$ cat src/rtl/branch_resolution_queue_pkg.sv
// Shared types and helpers for the branch resolution queue.
//   bq_entry_t  : one in-flight fetch prediction (pc, pred_taken, pred_target)
//   bq_state_e  : queue control state (RUN / RECOVER)
//   bht_index() : BHT index of a pc (word-aligned low bits)
package bp_pkg;

  localparam int BQ_PC_W     = 64;
  localparam int BQ_LOWER    = 5;
  localparam int INSTR_BYTES = 4;

  typedef enum logic {
    RUN     = 1'b0,
    RECOVER = 1'b1
  } bq_state_e;

  typedef struct packed {
    logic [BQ_PC_W-1:0] pc;
    logic               pred_taken;
    logic [BQ_PC_W-1:0] pred_target;
  } bq_entry_t;

  // Instructions are 4-byte aligned, so the index skips pc[1:0].
  function automatic logic [BQ_LOWER-1:0] bht_index(input logic [BQ_PC_W-1:0] pc);
    return pc[BQ_LOWER+1:2];
  endfunction

endpackage

$ cat src/rtl/branch_resolution_queue_if.sv
// Fetch/EX/BHT-facing bundle of the branch resolution queue.
//   push_*  : fetch issues a predicted instruction (valid/ready)
//   res_*   : oldest instruction resolves in EX
//   bht_*   : registered update strobe toward the 2-bit-counter BHT
//   mispredict / redirect_pc : registered redirect toward fetch
// master = fetch/EX/BHT side, slave = the queue.
interface branch_resolution_queue_if #(
  parameter int PC_W  = 64,
  parameter int LOWER = 5
);
  logic             push_valid;
  logic             push_ready;
  logic [PC_W-1:0]  push_pc;
  logic             push_pred_taken;
  logic [PC_W-1:0]  push_pred_target;

  logic             res_valid;
  logic             res_is_branch;
  logic             res_is_jump;
  logic             res_taken;
  logic [PC_W-1:0]  res_target;

  logic             bht_en;
  logic [LOWER-1:0] bht_write_addr;
  logic             bht_was_taken;
  logic             bht_jumped;
  logic             mispredict;
  logic [PC_W-1:0]  redirect_pc;

  modport master (
    output push_valid, push_pc, push_pred_taken, push_pred_target,
    output res_valid, res_is_branch, res_is_jump, res_taken, res_target,
    input  push_ready,
    input  bht_en, bht_write_addr, bht_was_taken, bht_jumped,
    input  mispredict, redirect_pc
  );

  modport slave (
    input  push_valid, push_pc, push_pred_taken, push_pred_target,
    input  res_valid, res_is_branch, res_is_jump, res_taken, res_target,
    output push_ready,
    output bht_en, bht_write_addr, bht_was_taken, bht_jumped,
    output mispredict, redirect_pc
  );
endinterface

$ cat src/rtl/branch_resolution_queue_fifo.sv
// bq_fifo: generic DEPTH-entry circular buffer.
//   push_i/wdata_i : write at wr pointer
//   pop_i          : advance rd pointer (head visible on rdata_o)
//   flush_i        : clear pointers and count; wins over push/pop
//   count_o        : occupancy, 0..DEPTH
// Caller guarantees no push when full and no pop when empty.
module bq_fifo #(
  parameter int  DEPTH = 4,
  parameter type T     = logic [7:0]
) (
  input  logic                     clk,
  input  logic                     arst_n,
  input  logic                     push_i,
  input  T                         wdata_i,
  input  logic                     pop_i,
  input  logic                     flush_i,
  output T                         rdata_o,
  output logic [$clog2(DEPTH):0]   count_o
);
  localparam int AW = $clog2(DEPTH);

  T                mem_q [DEPTH];
  T                mem_d [DEPTH];
  logic [AW-1:0]   wr_ptr_q, wr_ptr_d;
  logic [AW-1:0]   rd_ptr_q, rd_ptr_d;
  logic [AW:0]     count_q, count_d;

  always_comb begin
    mem_d    = mem_q;
    wr_ptr_d = wr_ptr_q;
    rd_ptr_d = rd_ptr_q;
    count_d  = count_q;
    if (flush_i) begin
      wr_ptr_d = '0;
      rd_ptr_d = '0;
      count_d  = '0;
    end else begin
      // Power-of-2 depth: pointer overflow is the modulo wrap.
      if (push_i) begin
        mem_d[wr_ptr_q] = wdata_i;
        wr_ptr_d        = wr_ptr_q + 1'b1;
      end
      if (pop_i) rd_ptr_d = rd_ptr_q + 1'b1;
      case ({push_i, pop_i})
        2'b10:   count_d = count_q + 1'b1;
        2'b01:   count_d = count_q - 1'b1;
        default: count_d = count_q;
      endcase
    end
  end

  always_ff @(posedge clk or negedge arst_n) begin
    if (!arst_n) begin
      for (int i = 0; i < DEPTH; i++) mem_q[i] <= '0;
      wr_ptr_q <= '0;
      rd_ptr_q <= '0;
      count_q  <= '0;
    end else begin
      mem_q    <= mem_d;
      wr_ptr_q <= wr_ptr_d;
      rd_ptr_q <= rd_ptr_d;
      count_q  <= count_d;
    end
  end

  assign rdata_o = mem_q[rd_ptr_q];
  assign count_o = count_q;

endmodule

$ cat src/rtl/branch_resolution_queue.sv
// branch_resolution_queue: in-order queue of fetch predictions, one entry per
// fetched instruction, popped when that instruction resolves in EX.
//   clk, arst_n    : clock, async active-low reset
//   bus (slave)    : push from fetch, resolve from EX, BHT update + redirect
//   underflow_err  : sticky, resolve seen while the queue was empty
//   mispredict_cnt : saturating count of mispredicts
// A mispredict flushes every younger entry and spends one RECOVER cycle in
// which pushes are refused and resolves are ignored.
module branch_resolution_queue
  import bp_pkg::*;
#(
  parameter int LOWER = BQ_LOWER,
  parameter int DEPTH = 4,
  parameter int PC_W  = BQ_PC_W
) (
  input  logic                        clk,
  input  logic                        arst_n,
  branch_resolution_queue_if.slave    bus,
  output logic                        underflow_err,
  output logic [15:0]                 mispredict_cnt
);
  localparam int CW = $clog2(DEPTH) + 1;

  bq_state_e       state_q, state_d;
  bq_entry_t       head, wentry;
  logic [CW-1:0]   count;
  logic            run, full, do_res, act_taken, mis;
  logic            fifo_push, fifo_pop;
  logic [PC_W-1:0] act_next;

  logic             bht_en_q, bht_en_d;
  logic [LOWER-1:0] bht_addr_q, bht_addr_d;
  logic             bht_was_taken_q, bht_was_taken_d;
  logic             bht_jumped_q, bht_jumped_d;
  logic             mispredict_q, mispredict_d;
  logic [PC_W-1:0]  redirect_pc_q, redirect_pc_d;
  logic             underflow_q, underflow_d;
  logic [15:0]      mcnt_q, mcnt_d;

  // Only registered state feeds push_ready; no res_* path.
  assign run            = (state_q == RUN);
  assign full           = (count == CW'(DEPTH));
  assign bus.push_ready = !full && run;

  assign do_res    = bus.res_valid && (count != '0) && run;
  assign act_taken = bus.res_is_jump | (bus.res_is_branch & bus.res_taken);
  assign act_next  = act_taken ? bus.res_target : head.pc + PC_W'(INSTR_BYTES);

  // A non-control instruction predicted taken (BHT alias) lands here too:
  // act_taken=0 against pred_taken=1.
  assign mis = do_res &&
               ((head.pred_taken != act_taken) ||
                (act_taken && (head.pred_target != bus.res_target)));

  // A push in the mispredict cycle belongs to the wrong path; drop it.
  assign fifo_push = bus.push_valid && bus.push_ready && !mis;
  assign fifo_pop  = do_res && !mis;

  always_comb begin
    wentry             = '0;
    wentry.pc          = bus.push_pc;
    wentry.pred_taken  = bus.push_pred_taken;
    wentry.pred_target = bus.push_pred_target;
  end

  bq_fifo #(
    .DEPTH (DEPTH),
    .T     (bq_entry_t)
  ) u_fifo (
    .clk     (clk),
    .arst_n  (arst_n),
    .push_i  (fifo_push),
    .wdata_i (wentry),
    .pop_i   (fifo_pop),
    .flush_i (mis),
    .rdata_o (head),
    .count_o (count)
  );

  // FSM next state
  always_comb begin
    state_d = state_q;
    case (state_q)
      RUN:     if (mis) state_d = RECOVER;
      RECOVER: state_d = RUN;
      default: state_d = RUN;
    endcase
  end

  always_ff @(posedge clk or negedge arst_n) begin
    if (!arst_n) state_q <= RUN;
    else         state_q <= state_d;
  end

  // Output registers and counters
  always_comb begin
    bht_en_d        = 1'b0;
    bht_addr_d      = bht_addr_q;
    bht_was_taken_d = bht_was_taken_q;
    bht_jumped_d    = bht_jumped_q;
    mispredict_d    = mis;
    redirect_pc_d   = redirect_pc_q;
    underflow_d     = underflow_q;
    mcnt_d          = mcnt_q;

    if (do_res && (bus.res_is_branch || bus.res_is_jump)) begin
      bht_en_d        = 1'b1;
      bht_addr_d      = bht_index(head.pc);
      bht_was_taken_d = bus.res_taken;
      bht_jumped_d    = bus.res_is_jump;
    end

    if (mis) begin
      redirect_pc_d = act_next;
      if (mcnt_q != 16'hFFFF) mcnt_d = mcnt_q + 16'd1;
    end

    if (bus.res_valid && run && (count == '0)) underflow_d = 1'b1;
  end

  always_ff @(posedge clk or negedge arst_n) begin
    if (!arst_n) begin
      bht_en_q        <= 1'b0;
      bht_addr_q      <= '0;
      bht_was_taken_q <= 1'b0;
      bht_jumped_q    <= 1'b0;
      mispredict_q    <= 1'b0;
      redirect_pc_q   <= '0;
      underflow_q     <= 1'b0;
      mcnt_q          <= '0;
    end else begin
      bht_en_q        <= bht_en_d;
      bht_addr_q      <= bht_addr_d;
      bht_was_taken_q <= bht_was_taken_d;
      bht_jumped_q    <= bht_jumped_d;
      mispredict_q    <= mispredict_d;
      redirect_pc_q   <= redirect_pc_d;
      underflow_q     <= underflow_d;
      mcnt_q          <= mcnt_d;
    end
  end

  assign bus.bht_en         = bht_en_q;
  assign bus.bht_write_addr = bht_addr_q;
  assign bus.bht_was_taken  = bht_was_taken_q;
  assign bus.bht_jumped     = bht_jumped_q;
  assign bus.mispredict     = mispredict_q;
  assign bus.redirect_pc    = redirect_pc_q;
  assign underflow_err      = underflow_q;
  assign mispredict_cnt     = mcnt_q;

endmodule

$ cat src/flat_wrapper.sv
// flat-port wrapper written by rule: the top's interface ports become plain ports
module branch_resolution_queue_flat import bp_pkg::*;
#(
  parameter int LOWER = BQ_LOWER,
  parameter int DEPTH = 4,
  parameter int PC_W  = BQ_PC_W
)
  (clk, arst_n, underflow_err, mispredict_cnt, bus_push_valid, bus_push_pc, bus_push_pred_taken, bus_push_pred_target, bus_res_valid, bus_res_is_branch, bus_res_is_jump, bus_res_taken, bus_res_target, bus_push_ready, bus_bht_en, bus_bht_write_addr, bus_bht_was_taken, bus_bht_jumped, bus_mispredict, bus_redirect_pc);
  branch_resolution_queue_if #(.PC_W(PC_W), .LOWER(LOWER)) bus_i ();
  input  logic clk;
  input  logic arst_n;
  output logic underflow_err;
  output logic [15:0] mispredict_cnt;
  input wire logic [$bits(bus_i.push_valid)-1:0] bus_push_valid;
  input wire logic [$bits(bus_i.push_pc)-1:0] bus_push_pc;
  input wire logic [$bits(bus_i.push_pred_taken)-1:0] bus_push_pred_taken;
  input wire logic [$bits(bus_i.push_pred_target)-1:0] bus_push_pred_target;
  input wire logic [$bits(bus_i.res_valid)-1:0] bus_res_valid;
  input wire logic [$bits(bus_i.res_is_branch)-1:0] bus_res_is_branch;
  input wire logic [$bits(bus_i.res_is_jump)-1:0] bus_res_is_jump;
  input wire logic [$bits(bus_i.res_taken)-1:0] bus_res_taken;
  input wire logic [$bits(bus_i.res_target)-1:0] bus_res_target;
  output wire logic [$bits(bus_i.push_ready)-1:0] bus_push_ready;
  output wire logic [$bits(bus_i.bht_en)-1:0] bus_bht_en;
  output wire logic [$bits(bus_i.bht_write_addr)-1:0] bus_bht_write_addr;
  output wire logic [$bits(bus_i.bht_was_taken)-1:0] bus_bht_was_taken;
  output wire logic [$bits(bus_i.bht_jumped)-1:0] bus_bht_jumped;
  output wire logic [$bits(bus_i.mispredict)-1:0] bus_mispredict;
  output wire logic [$bits(bus_i.redirect_pc)-1:0] bus_redirect_pc;
  assign bus_i.push_valid = bus_push_valid;
  assign bus_i.push_pc = bus_push_pc;
  assign bus_i.push_pred_taken = bus_push_pred_taken;
  assign bus_i.push_pred_target = bus_push_pred_target;
  assign bus_i.res_valid = bus_res_valid;
  assign bus_i.res_is_branch = bus_res_is_branch;
  assign bus_i.res_is_jump = bus_res_is_jump;
  assign bus_i.res_taken = bus_res_taken;
  assign bus_i.res_target = bus_res_target;
  assign bus_push_ready = bus_i.push_ready;
  assign bus_bht_en = bus_i.bht_en;
  assign bus_bht_write_addr = bus_i.bht_write_addr;
  assign bus_bht_was_taken = bus_i.bht_was_taken;
  assign bus_bht_jumped = bus_i.bht_jumped;
  assign bus_mispredict = bus_i.mispredict;
  assign bus_redirect_pc = bus_i.redirect_pc;
  branch_resolution_queue #(.LOWER(LOWER), .DEPTH(DEPTH), .PC_W(PC_W)) u_core (.clk(clk), .arst_n(arst_n), .bus(bus_i), .underflow_err(underflow_err), .mispredict_cnt(mispredict_cnt));
endmodule
$ cat config.mk
export PLATFORM = sky130hd
export DESIGN_NAME = branch_resolution_queue_flat
export DESIGN_NICKNAME = d
export VERILOG_FILES = /design/src/rtl/branch_resolution_queue_pkg.sv /design/src/rtl/branch_resolution_queue_if.sv /design/src/rtl/branch_resolution_queue_fifo.sv /design/src/rtl/branch_resolution_queue.sv /design/src/flat_wrapper.sv
export SDC_FILE = /design/constraint.sdc
export NUM_CORES = 1
export LEC_CHECK = 0
export BUFFER_PORTS_ARGS = -buffer_cell sky130_fd_sc_hd__buf_2
export CAP_MARGIN = 20
export CELL_PAD_IN_SITES_DETAIL_PLACEMENT = 1
export CELL_PAD_IN_SITES_GLOBAL_PLACEMENT = 1
export CORE_MARGIN = 2
export CORE_UTILIZATION = 53
export CTS_BUF_LIST = sky130_fd_sc_hd__clkbuf_16
export DETAILED_ROUTE_END_ITERATION = 10
export GPL_ROUTABILITY_DRIVEN = 1
export HOLD_SLACK_MARGIN = 0.05
export MAX_ROUTING_LAYER = met4
export PLACE_DENSITY = 0.93
export SLEW_MARGIN = 20
export SYNTH_ARGS = -nofsm -noshare
export SYNTH_HDL_FRONTEND = slang
export SYNTH_SLANG_ARGS = --single-unit
$ cat constraint.sdc
create_clock -name clk -period 9.9 [get_ports clk]
set_input_delay 0.495 -clock clk [delete_from_list [all_inputs] [get_ports clk]]
set_output_delay 0.495 -clock clk [all_outputs]
set_load 0.02 [all_outputs]
==> results of run 1 <==
## power by group
part	internal [W]	switching (W)	leakage (nW)
clock network	0.00136	0.00114	1.02
registers	0.00377	0.00110	7.35
logic	0.00245	0.00283	5.70
## per-stage QoR
step	area, um2	setup slack (ns)	hold WS (ns)	total power, W	util (%)
after floorplan	29030	5.916	0.1994	0.007743	-
after global routing	33210	3.244	0.1514	0.01291	61.48
after global placement	31020	3.750	0.4621	0.008734	57.42
after detailed placement	31020	3.560	0.4628	0.009270	57.42
after CTS	33030	3.432	0.1377	0.01206	61.14
final	33220	3.465	0.1433	0.01265	61.48
## routing by layer
metal	global-route usage [%]	vias to the layer above
li1	-	7993
met1	47.05	11290
met2	59.95	1986
met3	10.04	742
met4	26.08	0
met5	-	-
## Yosys cell counts, drive strengths merged, types with 7 or more instances
| cell | count |
|---|---|
| dfrtp | 614 |
| mux2 | 596 |
| mux4 | 115 |
| buf | 85 |
| nor2 | 84 |
| xnor2 | 77 |
| a21oi | 62 |
| xor2 | 55 |
| mux2i | 39 |
| nand2 | 37 |
| nand4 | 37 |
| clkbuf | 32 |
| nand3 | 32 |
| inv | 21 |
| nor3 | 21 |
| and2 | 13 |
| and4 | 13 |
| nor4 | 13 |
| and3 | 9 |
| o21ai | 8 |
| ha | 7 |
| o22ai | 7 |
## final cells by class
class | count | area share [%]
clock buffers | 69 | 5.198
flip-flops and latches | 614 | 46.28
multi-input cells | 1269 | 39.22
well taps | 696 | 2.622
diodes | 50 | 0.3767
repair buffers | 315 | 5.255
clock inverters | 38 | 0.8136
inverters | 21 | 0.2373
## worst max-delay path: cells and delay by family (launching register included)
kind | cells | cell delay [ns]
compound gates | 2 | 0.79
fa+ha+maj | 2 | 0.70
xor+xnor | 3 | 0.55
simple gates | 5 | 1.41
flops | 1 | 1.05
mux | 1 | 0.61
buf+inv | 2 | 1.05
## state kept, by name, indices dropped and copies added, names as in the netlist
name,count
u_core.bus.bht_jumped,1
u_core.bus.bht_was_taken,1
u_core.bus.mispredict,1
u_core.state_q,1
u_core.u_fifo.mem_q,516
u_core.bus.redirect_pc,64
u_core.bus.bht_en,1
u_core.mispredict_cnt,16
u_core.u_fifo.count_o,3
u_core.u_fifo.wr_ptr_q,2
u_core.underflow_err,1
u_core.u_fifo.rd_ptr_q,2
u_core.bus.bht_write_addr,5
## worst max-delay path by stage
stage                                           to  slack, ns                       from
final                     u_core.u_fifo.count_o[2]       3.47  u_core.u_fifo.rd_ptr_q[0]
after global routing      u_core.u_fifo.count_o[2]       3.24  u_core.u_fifo.rd_ptr_q[0]
after CTS                 u_core.u_fifo.mem_q[466]       3.43  u_core.u_fifo.rd_ptr_q[0]
after detailed placement  u_core.u_fifo.mem_q[482]       3.56  u_core.u_fifo.rd_ptr_q[0]
after global placement    u_core.u_fifo.mem_q[481]       3.75  u_core.u_fifo.rd_ptr_q[0]
after floorplan           u_core.u_fifo.count_o[2]       5.92  u_core.u_fifo.rd_ptr_q[0]
## cells by family after synthesis
group / after synthesis
and+or+nand+nor: 275
buffers and inverters: 138
muxes: 750
adders and majority gates: 8
DFF: 614
xor gates and xnor gates: 132
AOI/OAI and AO/OA: 104
## placed cells by master, fill, tap and decap left out, types with 8 or more instances in the layout
cell type / count
xor2_1: 55
diode_2: 50
mux2_2: 596
inv_1: 32
a21oi_1: 61
and3_1: 9
buf_4: 16
buf_2: 289
nand4_1: 37
nor3_1: 21
mux2i_1: 39
nor4_1: 10
nand3_1: 32
xnor2_1: 77
mux4_2: 115
nand2_1: 37
o21ai_0: 8
clkinv_1: 16
and2_1: 12
and4_1: 13
nor2_1: 83
dfrtp_1: 612
clkbuf_16: 69
## what timing repair did
action / in CTS / in global routing
hold buffers: 1 / 0
hold endpoints to repair: 87 / 0
endpoints found under the setup margin: 0 / 0
==> impl_metrics.toml, run 1 <==
[outcome]
status = "completed"

[synth]
yosys_warnings = 0
synth_top_cell_by_area = "dfrtp_1"
yosysSeqAreaShare_pct = 52.93
ys_ff_latch = 614
muxShareOfSynthArea_pct = 33.39
synth.distinct_cells = 53
synthCells = 2021
synthArstFlopShare_pct = 100.0
yosys.area_share.simple_pct = 4.836
synthAdderAreaFrac_pct = 0.3707
synth_top_family_by_area = "multiplexers"
synth_flop_cell = "dfrtp_1"
synth_edf_count = 0
synth_area_um2 = 29030
synthTopCellsByArea = "dfrtp_1 53%, mux2_2 23%, mux4_2 8.9%"
yosys.area.top_type_share_pct = 52.93
synth_compound_area_share_pct = 2.134
synth_xor_xnor_area_share_pct = 3.983
syn_nets = 2229
synth.avg_cell_area_um2 = 14.36

[place]
io_buffers = 290
globalplace.congestion = 0.8771
dp_cells = 2912
dp_hpwl_mm = 63.49

[worst_hold_path]
hold_start = "bus_push_pc[22]"
whs_path_depth = 2
min_path_type = "input pin to flop"
hold_end = "u_core.u_fifo.mem_q[87]"

[detailed_routing]
via_per_inst = 7.165
highest_layer = "met4"
dr_wl_met2_mm = 54.16
wl_met3_mm = 14.03
drc = 0
dr.first_iter.drc_count = 2833
wirelength_mm = 120.2
via_count = 22010
dr.pass1.iters = 7
drtAntennaViolNets = 0
wl_per_cell_um = 39.13
m1WireLength_mm = 40.85

[worst_setup_path]
reg2reg_from = "u_core.u_fifo.rd_ptr_q[0]"
slowest_delay_ns = 1.05
cp-end-kind = "flop"
crit_fanout = 42
crit_required_ns = 10.37
ff2ff_path_depth = 15
crit_path_start_kind = "flop"
path_cells = "buf_4 -> mux4_2 -> xnor2_1 -> nand4_1 -> nor4_1 -> nand3_1 -> o31ai_4 -> buf_8 -> o21ai_0 -> ha_1 -> fa_1 -> xnor2_1 -> nor2_1 -> xnor2_1 -> nor2_1"
cp.arrival_ns = 6.90
r2r_end = "u_core.u_fifo.count_o[2]"
rrSetupSlack_ns = 3.47
cpMostUsedCell = "xnor2_1"
crit_slowest_cell = "dfrtp_4"
path_class = "flop to flop"

[timing]
setup_viol = 0
tightest_slew_ns = 1.239
fin_crit_sh_pct = 65.00
max_freq_mhz = 155.4
grt_setup_unrepaired = "no"
finalHoldViolations = 0
maxSlewViolCount = 0
skew_ns = 0.04099
finalSetupTns_ns = 0
fin_crit_ns = 6.435
slew_headroom_pct = 17.41

[clock_tree]
cts.clk_slew.worst_paths_ns = 0.07
numCtsBuffers = 66
cts.path.max_buffers = 3
postCtsResizedCells = 0
cts_sinks = 614
cts-htree-levels = 3
cts_tree = "done"
clock_latency_ns = 0.65
cts_root_buffer = "clkbuf_16"
post-cts-setup-buffer-count = 0

[pwr]
ir_drop_v = 0.0002029
power_leakage_nw = 14.07
powerDensity_nw_per_um2 = 380.7

[final_layout]
final_nets = 2495
fill_cells = 5083
multi_input_area_um2 = 13030
syn2layout_area_growth_pct = 14.43
ff_latch_area_um2 = 15370
fin_cells = 3072
drive_above_1_share_pct = 47.94

[global_routing]
grt_max_degree = 190
grt.total_usage_pct = 39.52
antenna_found_initial = 37
grt.overflow.total = 0
grt_pass1_wl_mm = 159.0
grt_pass1_vias = 22860

[die]
fp.coreArea_um2 = 54030
initial_core_util_pct = 53.73
dieArea_um2 = 56660
rows = 85
ioPinCount = 291
fp.dieH_um = 238.0
fp.dieW_um = 238.0

[flow_run]
drv_cap = 0
Power figures use the tool's default switching activity.
==> inputs of run 2 (changes only) <==
--- a/config.mk
+++ b/config.mk
@@ -5,18 +5,19 @@
 export SDC_FILE = /design/constraint.sdc
 export NUM_CORES = 1
 export LEC_CHECK = 0
+export ABC_AREA = 1
 export BUFFER_PORTS_ARGS = -buffer_cell sky130_fd_sc_hd__buf_2
 export CAP_MARGIN = 20
 export CELL_PAD_IN_SITES_DETAIL_PLACEMENT = 1
 export CELL_PAD_IN_SITES_GLOBAL_PLACEMENT = 1
 export CORE_MARGIN = 2
-export CORE_UTILIZATION = 53
+export CORE_UTILIZATION = 44
 export CTS_BUF_LIST = sky130_fd_sc_hd__clkbuf_16
 export DETAILED_ROUTE_END_ITERATION = 10
 export GPL_ROUTABILITY_DRIVEN = 1
 export HOLD_SLACK_MARGIN = 0.05
 export MAX_ROUTING_LAYER = met4
-export PLACE_DENSITY = 0.93
+export PLACE_DENSITY = 0.88
 export SLEW_MARGIN = 20
 export SYNTH_ARGS = -nofsm -noshare
 export SYNTH_HDL_FRONTEND = slang
==> constraint.sdc (replaced) <==
create_clock -name clk -period 6.5 [get_ports clk]
set_input_delay 0.325 -clock clk [delete_from_list [all_inputs] [get_ports clk]]
set_output_delay 0.325 -clock clk [all_outputs]
set_load 0.02 [all_outputs]
==> run 2 against run 1 <==
Via count increased by 61%. Setup slack got worse by 2.2 ns. Routed wire length increased by 17%. Cell count increased by 88%. Maximum frequency increased by 23%. Area after synthesis increased by 15%. Largest cell class is now multi-input gates.
==> impl_metrics.toml, run 2 <==
[final_layout]
final_cell_mix = "2139 x nand2_1, 612 x dfrtp_1, 528 x nand4_1"
fin_area_um2 = 38170
drive_above_1_share_pct = 9.578
final_common_cell = "nand2_1"
syn2layout_area_growth_pct = 14.12
largest-register = "u_core.u_fifo.mem_q"
fin_cells = 5790
final_nets = 4946
fill_cells = 9554
largest_register_ffs = 516

[pwr]
power_w = 0.01959
power_leakage_nw = 19.34
ir_drop_v = 0.0005805
powerDensity_nw_per_um2 = 513.2

[place]
io_buffers = 290
globalplace.congestion = 0.9777
dp_cells = 5510
dp_hpwl_mm = 86.47
place_area_um2 = 34650
place_worst_setup_slack_ns = 1.615

[detailed_routing]
dr.pass1.iters = 5
dr.first_iter.drc_count = 3973
wirelength_mm = 140.6
drtAntennaViolNets = 0
drc = 0
via_count = 35340
wl_per_cell_um = 24.28
via_per_inst = 6.103

[worst_setup_path]
cpMostUsedCell = "nand2_1"
crit_slowest_cell = "inv_8"
slowest_delay_ns = 0.74
rrSetupSlack_ns = 1.28
crit_path_start_kind = "flop"
cp.arrival_ns = 5.79
crit_required_ns = 7.07
cp-end-kind = "flop"
path_cells = "inv_8 -> nand2_1 -> nand3_1 -> nand2_1 -> nand2_1 -> nand2_1 -> nor2_1 -> nand2_1 -> nor2_1 -> nand3_1 -> nor2_1 -> nand2_1 -> nand3_4 -> buf_12 -> buf_4 -> nand4_1 -> nand2_1"
crit_fanout = 249
path_class = "flop to flop"

[outcome]
status = "completed"

[die]
dieArea_um2 = 78240
fp.dieW_um = 279.7
ioPinCount = 291
fp.coreArea_um2 = 75570
fp.dieH_um = 279.7
initial_core_util_pct = 44.26
rows = 101

[synth]
syn_nets = 4753
post-synth-top-count-cell = "nand2_1"
synthArstFlopShare_pct = 100.0
synth.distinct_cells = 44
ys_ff_latch = 614
synth_edf_count = 0
synth.avg_cell_area_um2 = 7.360
synth_flop_cell = "dfrtp_1"
yosys_warnings = 0
synthCells = 4545
synthTopCellsByArea = "dfrtp_1 46%, nand2_1 24%, nand4_1 9.9%"
synth_top_cell_by_area = "dfrtp_1"
yosysSeqAreaShare_pct = 45.93
synth_area_um2 = 33450
yosys.area.top_type_share_pct = 45.93
synth_common_cells = "2139 x nand2_1, 614 x dfrtp_1, 528 x nand4_1"

[timing]
max_freq_mhz = 191.5
finalSetupTns_ns = 0
grt_setup_unrepaired = "no"
finalHoldViolations = 0
slew_headroom_pct = 8.135
skew_ns = 0.03585
fin_crit_ns = 5.221
fin_crit_sh_pct = 80.32
setup_viol = 0
tightest_slew_ns = 1.378
fin_ws_ns = 1.279
maxSlewViolCount = 0

[clock_tree]
cts-htree-levels = 3
post-cts-setup-buffer-count = 0
clock_latency_ns = 0.65
cts.clk_slew.worst_paths_ns = 0.06
numCtsBuffers = 69
cts.path.max_buffers = 3
postCtsResizedCells = 0
cts_tree = "done"
cts_sinks = 614
cts_root_buffer = "clkbuf_16"

[worst_hold_path]
min_path_type = "input pin to flop"

[global_routing]
grt.total_usage_pct = 36.33
antenna_found_initial = 21
grt.overflow.total = 0
grt_max_degree = 250
grt_pass1_vias = 35450
grt_pass1_wl_mm = 214.0

[flow_run]
drv_cap = 0
## run 2: cell count changes after synthesis, moves of 60 or more
cell      change
mux2_2      -596
o21ai_0      +72
mux4_2      -115
nand2_1    +2102
nand3_1     +317
inv_1        +60
clkbuf_1     +96
xnor2_1      -61
buf_6        +68
nor2_1      +128
nand4_1     +491
## run 2: final timing paths
check / startpoint / to / cells after the start
max: u_core.u_fifo.rd_ptr_q[0] / u_core.u_fifo.mem_q[511] / 17
max reg2reg: u_core.u_fifo.rd_ptr_q[0] / u_core.u_fifo.mem_q[511] / 17
min: bus_res_target[62] / u_core.bus.redirect_pc[62] / 5
max in group asynchronous: arst_n / u_core.u_fifo.rd_ptr_q[0] / 4
min reg2reg: u_core.u_fifo.mem_q[78] / u_core.u_fifo.mem_q[78] / 2
min in group asynchronous: arst_n / u_core.u_fifo.mem_q[207] / 2
## run 2: cell type report
type | instances | area (um2) | area share (%)
diodes | 20 | 50.05 | 0.1311
flip-flops and latches | 614 | 15370 | 40.27
well taps | 978 | 1224 | 3.206
multi-input cells | 3500 | 15810 | 41.41
repair buffers | 467 | 3288 | 8.614
clock buffers | 72 | 1802 | 4.720
inverters | 86 | 332.8 | 0.8719
clock inverters | 53 | 296.5 | 0.7768
## run 2: per-layer routing
layer	share of wire (%)	wire (um)	vias up	track usage [%]
li1	-	-	15410	-
met1	40	56370	17770	46.59
met2	46	64730	1785	55.32
met3	9.4	13170	374	7.406
met4	4.5	6330	0	16.95
met5	0	0	-	-
## run 2: where the power goes
group	leakage (nW)	switching (W)	internal, W
clock network	1.11	0.00171	0.00208
registers	7.77	0.00119	0.00554
logic	10.5	0.00664	0.00243
## run 2: logic make-up (layout without fill, tap and decap cells)
logic type / Yosys count / after routing / share of synthesized area, %
AO/OA/AOI/OAI: 141 / 141 / 2.300
XOR/XNOR: 51 / 51 / 1.335
adder cells (fa/ha/maj): 8 / 8 / 0.3217
buffers and inverters: 431 / 678 / 7.189
flip-flops: 614 / 614 / 45.93
multiplexers: 4 / 4 / 0.1197
other: 0 / 20 / 0
AND/OR/NAND/NOR: 3296 / 3296 / 42.80
## run 2: worst max-delay path: cells and delay by family, from the launching register on
kind	cells	cell delay [ns]
and+or+nand+nor	14	2.10
DFF	1	0.70
buffers and inverters	3	1.96
## run 2: stage by stage
step / hold slack (ns) / util, %
floorplan: 0.02941 / -
global placement: 0.4029 / 45.85
detailed placement: 0.4062 / 45.85
CTS: 0.08012 / 50.39
global route: 0.1531 / 50.51
finish: 0.1030 / 50.51
## run 2: repair_timing
item | 4_1_cts | 5_1_grt
setup endpoints to repair | 0 | 0
hold buffers | 133 | 0
hold endpoints to repair | 596 | 0
